## config.mk

```make
export PLATFORM = sky130hd
export DESIGN_NAME = piso_bit_driver
export DESIGN_NICKNAME = d
export VERILOG_FILES = /design/src/rtl/piso_pkg.sv /design/src/rtl/piso_bit_driver.sv
export SDC_FILE = /design/constraint.sdc
export NUM_CORES = 1
export LEC_CHECK = 0
export ABC_AREA = 1
export CELL_PAD_IN_SITES_DETAIL_PLACEMENT = 0
export CELL_PAD_IN_SITES_GLOBAL_PLACEMENT = 1
export CORE_ASPECT_RATIO = 1.1
export CORE_MARGIN = 2
export CORE_UTILIZATION = 32
export DETAILED_ROUTE_END_ITERATION = 10
export PLACE_DENSITY_LB_ADDON = 0.1
export SYNTH_ARGS = -nofsm -noshare
export SYNTH_HDL_FRONTEND = slang
export SYNTH_SLANG_ARGS = --single-unit
```

## constraint.sdc

```tcl
create_clock -name clk -period 1.4 [get_ports clk]
set_input_delay 0.21 -clock clk [delete_from_list [all_inputs] [get_ports clk]]
set_output_delay 0.21 -clock clk [all_outputs]
set_load 0.01 [all_outputs]
```

## src/rtl/piso_pkg.sv

```systemverilog
// Shared types and helpers for the parallel-in/serial-out bit driver.
//   piso_state_t : FSM encoding (IDLE, SHIFT)
//   cnt_w()      : bit counter width for a given word width
package piso_pkg;

  typedef enum logic {
    IDLE  = 1'b0,
    SHIFT = 1'b1
  } piso_state_t;

  function automatic int unsigned cnt_w(input int unsigned width);
    return $clog2(width);
  endfunction

endpackage

```

## src/rtl/piso_bit_driver.sv

```systemverilog
// Parallel-in/serial-out stage feeding an enabled D flip-flop.
// Ports:
//   clk        : clock, all state on posedge
//   rst        : synchronous active-high reset
//   load_valid : upstream offers load_data
//   load_data  : WIDTH-bit word, sampled only on handshake
//   load_ready : word can be accepted this cycle
//   en         : enable to d_ff, high while a valid bit is on d
//   d          : serial data bit (registered)
//   busy       : high while shifting
//   done       : high the cycle the last bit of a word is on d
module piso_bit_driver
  import piso_pkg::*;
#(
  parameter int unsigned WIDTH     = 8,
  parameter bit          MSB_FIRST = 1'b1
) (
  input  logic             clk,
  input  logic             rst,
  input  logic             load_valid,
  input  logic [WIDTH-1:0] load_data,
  output logic             load_ready,
  output logic             en,
  output logic             d,
  output logic             busy,
  output logic             done
);

  if (WIDTH < 2 || WIDTH > 32) begin : g_bad_width
    $error("piso_bit_driver: WIDTH must be in 2..32");
  end

  localparam int unsigned     CW       = cnt_w(WIDTH);
  localparam logic [CW-1:0]   CNT_LAST = CW'(WIDTH - 1);

  piso_state_t      state_q, state_d;
  logic [CW-1:0]    cnt_q, cnt_d;
  logic [WIDTH-1:0] sreg_q, sreg_d;
  logic             en_q, en_d;
  logic             d_q, d_d;

  logic             accept;
  logic             last_bit;
  logic             load_first;
  logic [WIDTH-1:0] load_rest;
  logic             sreg_next;
  logic [WIDTH-1:0] sreg_shifted;

  // The first bit goes straight to d on load; the shift register keeps the
  // remaining bits aligned so the next one always sits at the send end.
  always_comb begin
    if (MSB_FIRST) begin
      load_first   = load_data[WIDTH-1];
      load_rest    = load_data << 1;
      sreg_next    = sreg_q[WIDTH-1];
      sreg_shifted = sreg_q << 1;
    end else begin
      load_first   = load_data[0];
      load_rest    = load_data >> 1;
      sreg_next    = sreg_q[0];
      sreg_shifted = sreg_q >> 1;
    end
  end

  // State register
  always_ff @(posedge clk) begin
    if (rst) begin
      state_q <= IDLE;
      cnt_q   <= '0;
      sreg_q  <= '0;
      en_q    <= 1'b0;
      d_q     <= 1'b0;
    end else begin
      state_q <= state_d;
      cnt_q   <= cnt_d;
      sreg_q  <= sreg_d;
      en_q    <= en_d;
      d_q     <= d_d;
    end
  end

  // Next-state logic
  always_comb begin
    state_d = state_q;
    cnt_d   = cnt_q;
    sreg_d  = sreg_q;
    en_d    = en_q;
    d_d     = d_q;
    accept  = load_valid && load_ready;

    unique case (state_q)
      IDLE: begin
        if (accept) begin
          state_d = SHIFT;
          cnt_d   = CNT_LAST;
          sreg_d  = load_rest;
          en_d    = 1'b1;
          d_d     = load_first;
        end else begin
          cnt_d = '0;
          en_d  = 1'b0;
          d_d   = 1'b0;
        end
      end
      SHIFT: begin
        if (!last_bit) begin
          cnt_d  = cnt_q - CW'(1);
          sreg_d = sreg_shifted;
          en_d   = 1'b1;
          d_d    = sreg_next;
        end else if (accept) begin
          // Reload on the last bit so back-to-back words have no gap.
          cnt_d  = CNT_LAST;
          sreg_d = load_rest;
          en_d   = 1'b1;
          d_d    = load_first;
        end else begin
          state_d = IDLE;
          en_d    = 1'b0;
          d_d     = 1'b0;
        end
      end
      default: begin
        state_d = IDLE;
        en_d    = 1'b0;
        d_d     = 1'b0;
      end
    endcase
  end

  // Output decode: registers only, no input-to-output path.
  always_comb begin
    last_bit   = (cnt_q == '0);
    busy       = (state_q == SHIFT);
    done       = (state_q == SHIFT) && last_bit;
    load_ready = (state_q == IDLE) || last_bit;
    en         = en_q;
    d          = d_q;
  end

endmodule

```

==> results of run 1 <==
-- report_power, final --
part	leakage [nW]	switching, mW	total, mW	internal (mW)
sequential	0.108	0.0140	0.411	0.397
combinational	0.363	0.108	0.236	0.129
clock	0.0150	0.116	0.226	0.110
-- cell usage in the layout (no fill, tap or decap) --
cell / Yosys / final
xor2_1: 1 / 1
nand2_1: 22 / 21
dfxtp_2: 0 / 2
nand2_4: 0 / 1
a21oi_1: 4 / 4
dlygate4sd2_1: 0 / 2
clkbuf_4: 0 / 3
dfxtp_1: 13 / 11
a21oi_2: 1 / 1
buf_12: 0 / 1
nand3_1: 22 / 22
inv_2: 0 / 2
clkdlybuf4s50_1: 0 / 11
buf_2: 0 / 1
buf_4: 2 / 11
nor2_1: 4 / 4
clkinv_1: 1 / 1
ha_1: 2 / 1
nand2_2: 2 / 2
clkbuf_1: 0 / 1
clkbuf_16: 0 / 1
buf_6: 2 / 1
o21ai_1: 0 / 1
ha_2: 0 / 1
inv_1: 14 / 12
-- registers in the layout, indices dropped and copies added (netlist names) --
register	flops
en	1
sreg_q	8
cnt_q	3
d	1
-- per-stage QoR --
| stage | worst slack (ns) | power, mW | cell area (µm²) | std cells | setup TNS (ns) |
|---|---|---|---|---|---|
| detailed placement | -0.04856 | 0.6296 | 872.1 | 141 | -0.07690 |
| global route | 0.01046 | 0.9314 | 949.7 | 147 | 0 |
| global placement | -0.01953 | 0.6278 | 872.1 | 141 | -0.02208 |
| CTS | 0.03719 | 0.8573 | 893.4 | 145 | 0 |
| finish | 0.07471 | 0.8731 | 949.7 | 147 | 0 |
| floorplan | 0.1685 | 0.5338 | 641.9 | 91 | 0 |
-- per-layer routing --
layer	share of wire	track usage
met1	0.49	0.1739
met3	0.037	0.02120
met4	0.0083	0.06944
met5	0	0
met2	0.46	0.2106
-- layout make-up --
| type | count | area (µm²) |
|---|---|---|
| Multi-Input combinational cell | 59 | 297.8 |
| Inverter | 15 | 56.30 |
| Tap cell | 28 | 35.03 |
| Timing Repair Buffer | 28 | 271.5 |
| Fill cell | 213 | 1007 |
| Sequential cell | 13 | 262.8 |
| Clock buffer | 4 | 26.28 |
-- final timing paths --
path	start	end
setup reg to reg	cnt_q[0]	sreg_q[5]
hold / removal	sreg_q[0]	sreg_q[0]
hold reg to reg	sreg_q[0]	sreg_q[0]
setup / recovery	cnt_q[0]	sreg_q[5]
-- worst max-delay path, stage by stage, from the launching register on --
cell,delay [ns]
dfxtp_2,0.34
inv_2,0.04
ha_2,0.18
nand2_2,0.08
nand2_4,0.07
buf_4,0.14
clkbuf_16,0.15
nand3_1,0.06
nand3_1,0.07
nand2_1,0.06
inv_1,0.04
-- logic make-up after synthesis --
logic type / Yosys count / synth area share
DFF: 13 / 0.4055
buffers and inverters: 19 / 0.1462
xor gates and xnor gates: 1 / 0.01365
and+or+nand+nor: 50 / 0.3431
adders and majority gates: 2 / 0.03898
AOI/OAI and AO/OA: 6 / 0.05263
-- timing repair --
| item | CTS | global route |
|---|---|---|
| pin swaps | 1 | 3 |
| buffers inserted | 0 | 1 |
| resized for setup | 13 | 9 |
| cloned | 0 | 1 |
| setup endpoints to repair | 5 | 5 |
| endpoints found under the hold margin | 0 | 0 |
==> flow_metrics.py, run 1 <==
metrics = {
    "routing": {
        "drc": 0,
        "drtIter0Drc": 8,
        "routedWlPerCell_um": 9.823,
        "dr.pass1.iters": 4,
        "drt_wl_total_mm": 1.444,
        "vias": 640,
        "vias_per_cell": 4.354,
        "ant_nets": 0,
    },
    "power_and_ir_drop": {
        "peakVddDrop_uv": 515.9,
        "power_density_mw_per_mm2": 919.4,
        "p_leak_nw": 0.4857,
    },
    "yosys": {
        "async_flop_share": 0,
        "synth_area_leader_cell": "dfxtp_1",
        "yosysSeqAreaShare": 0.4055,
        "ys_top_cells_by_area": "dfxtp_1 (41%), nand3_1 (17%), nand2_1 (13%)",
        "synth_cells": 91,
        "synth_commonest_cells": "nand2_1 (22), nand3_1 (22), inv_1 (14)",
        "ys_warn_count": 0,
        "synth_area_um2": 641.9,
        "syn_nets": 104,
        "avgSynthCellArea_um2": 7.053,
        "synthFlopType": "dfxtp_1",
        "synth_edf_count": 0,
        "synth-seq-cells": 13,
        "synth_top_area_frac": 0.4055,
        "ys_types": 14,
    },
    "placed_design": {
        "io_buffers": 15,
        "gp_congestion": 0.7304,
        "hpwl_mm": 1.035,
    },
    "grt": {
        "grt_pass1_wl_mm": 2.352,
        "grt_use_total": 0.1346,
        "overflow": 0,
        "grt_pass1_vias": 586,
        "grt_max_degree": 18,
        "antenna_found_initial": 0,
    },
    "clock_network": {
        "htreeDepth": 1,
        "cts_sinks": 13,
        "root_buffer": "clkbuf_4",
        "clock_latency_ns": 0.27,
        "cts_tree": "done",
        "clock_path_buffers": 2,
        "clkTransAtPathRegs_ns": 0.08,
        "ctsHoldBuffers": 0,
        "cts_buffers": 3,
    },
    "sta": {
        "max_freq_mhz": 754.6,
        "tightest_slew_ns": 0.2695,
        "holdWs_ns": 0.4526,
        "slew_headroom": 0.8192,
        "maxSlewViolCount": 0,
        "setup_viol": 0,
        "final-hold-violation-count": 0,
        "final.setup_skew_ns": 0.001228,
        "finalCritPeriodShare": 0.9466,
        "finalCriticalPeriod_ns": 1.325,
        "rsz0062_at_grt": "no",
    },
    "setup_path": {
        "critical_path_class": "flop to flop",
        "end_kind": "flop",
        "worstPathMaxFanout": 8,
        "reg2reg_depth": 10,
        "critPathLaunchType": "flop",
        "regToRegSetupSlack_ns": 0.07,
        "cp.required_ns": 1.57,
        "cp.arrival_ns": 1.50,
    },
    "floorplanning": {
        "num_io_pins": 16,
        "start_util": 0.3280,
        "rows": 17,
        "die_area_mm2": 0.002380,
        "fp.dieH_um": 50.97,
        "dieWidth_um": 46.70,
        "coreArea_mm2": 0.001957,
    },
    "layout": {
        "area.growth.synth_to_final_pct": 47.95,
        "final_nets": 133,
        "insertedDiodeCount": 0,
        "drive_above_1_share": 0.2269,
        "final_core_util": 0.4853,
    },
    "run": {
        "max_cap_viol_count": 0,
    },
    "outcome": {
        "status": "complete, no violations",
    },
    "hold_path": {
        "hold_path.class": "flop to flop",
        "min_path_cells": 2,
    },
}
Note: power is estimated with default switching activity, not from simulation.
==> inputs of run 2 (changes only) <==
--- a/config.mk
+++ b/config.mk
@@ -11,6 +11,7 @@
 export CORE_ASPECT_RATIO = 1.1
 export CORE_MARGIN = 2
 export CORE_UTILIZATION = 32
+export CTS_CLUSTER_DIAMETER = 120
 export DETAILED_ROUTE_END_ITERATION = 10
 export PLACE_DENSITY_LB_ADDON = 0.1
 export SYNTH_ARGS = -nofsm -noshare
==> results of run 2 <==
Final layout, timing and power as in run 1 (identical DEF).
==> inputs of run 3 (changes only) <==
--- a/config.mk
+++ b/config.mk
@@ -13,6 +13,7 @@
 export CORE_UTILIZATION = 32
 export CTS_CLUSTER_DIAMETER = 120
 export DETAILED_ROUTE_END_ITERATION = 10
+export GPL_TIMING_DRIVEN = 0
 export PLACE_DENSITY_LB_ADDON = 0.1
 export SYNTH_ARGS = -nofsm -noshare
 export SYNTH_HDL_FRONTEND = slang
==> run 3 against run 2 <==
Design area is 5.1% lower. Register-to-register slack better by 0.04 ns. Critical path depth is 9 lower. Global-route usage is 0.65 points higher. Sequential power hardly changed. Total power is 1.8% lower. Combinational power is 7% lower. Non-clock buffer count is 7 lower. First-iteration DRC count is 88% lower. Sequential cell count stayed put. Via count is 4.7% lower. Largest cell class unchanged.
==> flow_metrics.py, run 3 (synthesis gave the netlist of run 1 again) <==
metrics = {
    "setup_path": {
        "crit_cells": 1,
        "cpLargestDelayFamily": "buffers and inverters",
        "cp.arrival_ns": 1.14,
        "end_kind": "output pin",
        "reg2reg_depth": 9,
        "critical_path_class": "flop to output pin",
        "worstPathMaxFanout": 3,
        "worstPathCellList": "clkdlybuf4s50_1",
        "cp.required_ns": 1.19,
        "critPathLaunchType": "flop",
        "cpMaxStageDelayCell": "clkdlybuf4s50_1",
        "path_buf_inv": 1,
        "slowest_delay_ns": 0.52,
    },
    "sta": {
        "finalCritPeriodShare": 0.9648,
        "setup_slack_ns": 0.04926,
        "final-hold-violation-count": 0,
        "max_freq_mhz": 740.3,
        "slew_headroom": 0.8269,
        "setup_viol": 0,
        "tightest_slew_ns": 0.2581,
        "holdWs_ns": 0.2204,
        "final.setup_skew_ns": 0.001371,
        "maxSlewViolCount": 0,
        "rsz0062_at_grt": "yes",
        "finalCriticalPeriod_ns": 1.351,
    },
    "clock_network": {
        "clkTransAtPathRegs_ns": 0.08,
        "clock_path_buffers": 2,
        "clock_latency_ns": 0.27,
        "cts_sinks": 13,
        "root_buffer": "clkbuf_4",
        "cts_buffers": 3,
        "htreeDepth": 1,
        "cts_tree": "done",
    },
    "hold_path": {
        "min_path_cells": 3,
        "hold_path.class": "input pin to flop",
    },
    "layout": {
        "area.growth.synth_to_final_pct": 40.35,
        "insertedDiodeCount": 0,
        "drive_above_1_share": 0.1964,
        "multi_input_comb_area_um2": 321.6,
        "final_cells": 140,
        "n_fill_cell": 223,
        "final_nets": 126,
        "ff_latch_area_um2": 266.5,
        "largest_reg_flops": 8,
        "final_core_util": 0.4604,
        "final_cell_mix": "nand2_1 (22), nand3_1 (22), inv_1 (12)",
        "regMostFlops": "sreg_q",
        "top_regs": "sreg_q: 8 flops, cnt_q: 3 flops",
    },
    "power_and_ir_drop": {
        "peakVddDrop_uv": 404.8,
        "p_leak_nw": 0.4402,
        "power_density_mw_per_mm2": 952.0,
    },
    "floorplanning": {
        "start_util": 0.3280,
        "num_io_pins": 16,
        "die_area_mm2": 0.002380,
        "coreArea_mm2": 0.001957,
        "rows": 17,
        "fp.dieH_um": 50.97,
        "dieWidth_um": 46.70,
    },
    "grt": {
        "grt_pass1_wl_mm": 2.387,
        "antenna_found_initial": 0,
        "overflow": 0,
        "grt_use_total": 0.1412,
        "grt_max_degree": 19,
        "grt_pass1_vias": 557,
    },
    "routing": {
        "dr.pass1.iters": 2,
        "routedWlPerCell_um": 10.06,
        "drt_wl_total_mm": 1.408,
        "vias_per_cell": 4.357,
        "ant_nets": 0,
        "vias": 610,
        "drtIter0Drc": 1,
        "drc": 0,
    },
    "placed_design": {
        "place_inst": 133,
        "gp_congestion": 0.7554,
        "dp_slack_ns": -0.3757,
        "io_buffers": 14,
        "hpwl_um": 983.3,
    },
    "run": {
        "max_cap_viol_count": 0,
    },
    "outcome": {
        "status": "complete, no violations",
    },
}
## run 3: worst min-delay path: cells and delay by family
kind	cells	cell delay (ns)
simple gates	1	0.06
compound gates	1	0.05
buf+inv	1	0.12
## run 3: worst paths after layout
kind         startpoint         to  slack, ns
min reg2reg   sreg_q[0]  sreg_q[0]       0.45
max reg2reg    cnt_q[0]  sreg_q[3]       0.11
min          load_valid   cnt_q[2]       0.22
max                  en       busy       0.05
## run 3: repair_timing
| item | CTS | global route |
|---|---|---|
| buffers inserted | 2 | 2 |
| pin swaps | 3 | 1 |
| setup endpoints to repair | 10 | 6 |
| gates resized for setup | 21 | 2 |
| hold buffers | 0 | 0 |
## run 3: layout make-up
type / count / share of cell area
buffer: 3 / 0.03333
clock buffer: 4 / 0.02917
inverter: 15 / 0.06250
multi-input combinational: 59 / 0.3569
sequential: 13 / 0.2958
tap: 28 / 0.03889
timing repair buffer: 18 / 0.1833
## run 3: where the power goes
group          switching (mW)  internal [mW]
Sequential             0.0131          0.396
Clock                   0.118          0.110
Combinational           0.111          0.109
## run 3: per-layer routing
metal	global-route usage	wire [µm]
met3	0.03180	62
met1	0.1834	657
met5	0	0
met4	0.06944	17
met2	0.2153	671
## run 3: through the flow
stage	TNS, ns	power [mW]	area, µm²
floorplan	0	0.5338	641.9
global placement	-0.6643	0.6054	817.0
detailed placement	-0.5164	0.6079	817.0
CTS	0	0.8679	879.6
global route	-0.001153	0.9180	900.9
finish	0	0.8576	900.9
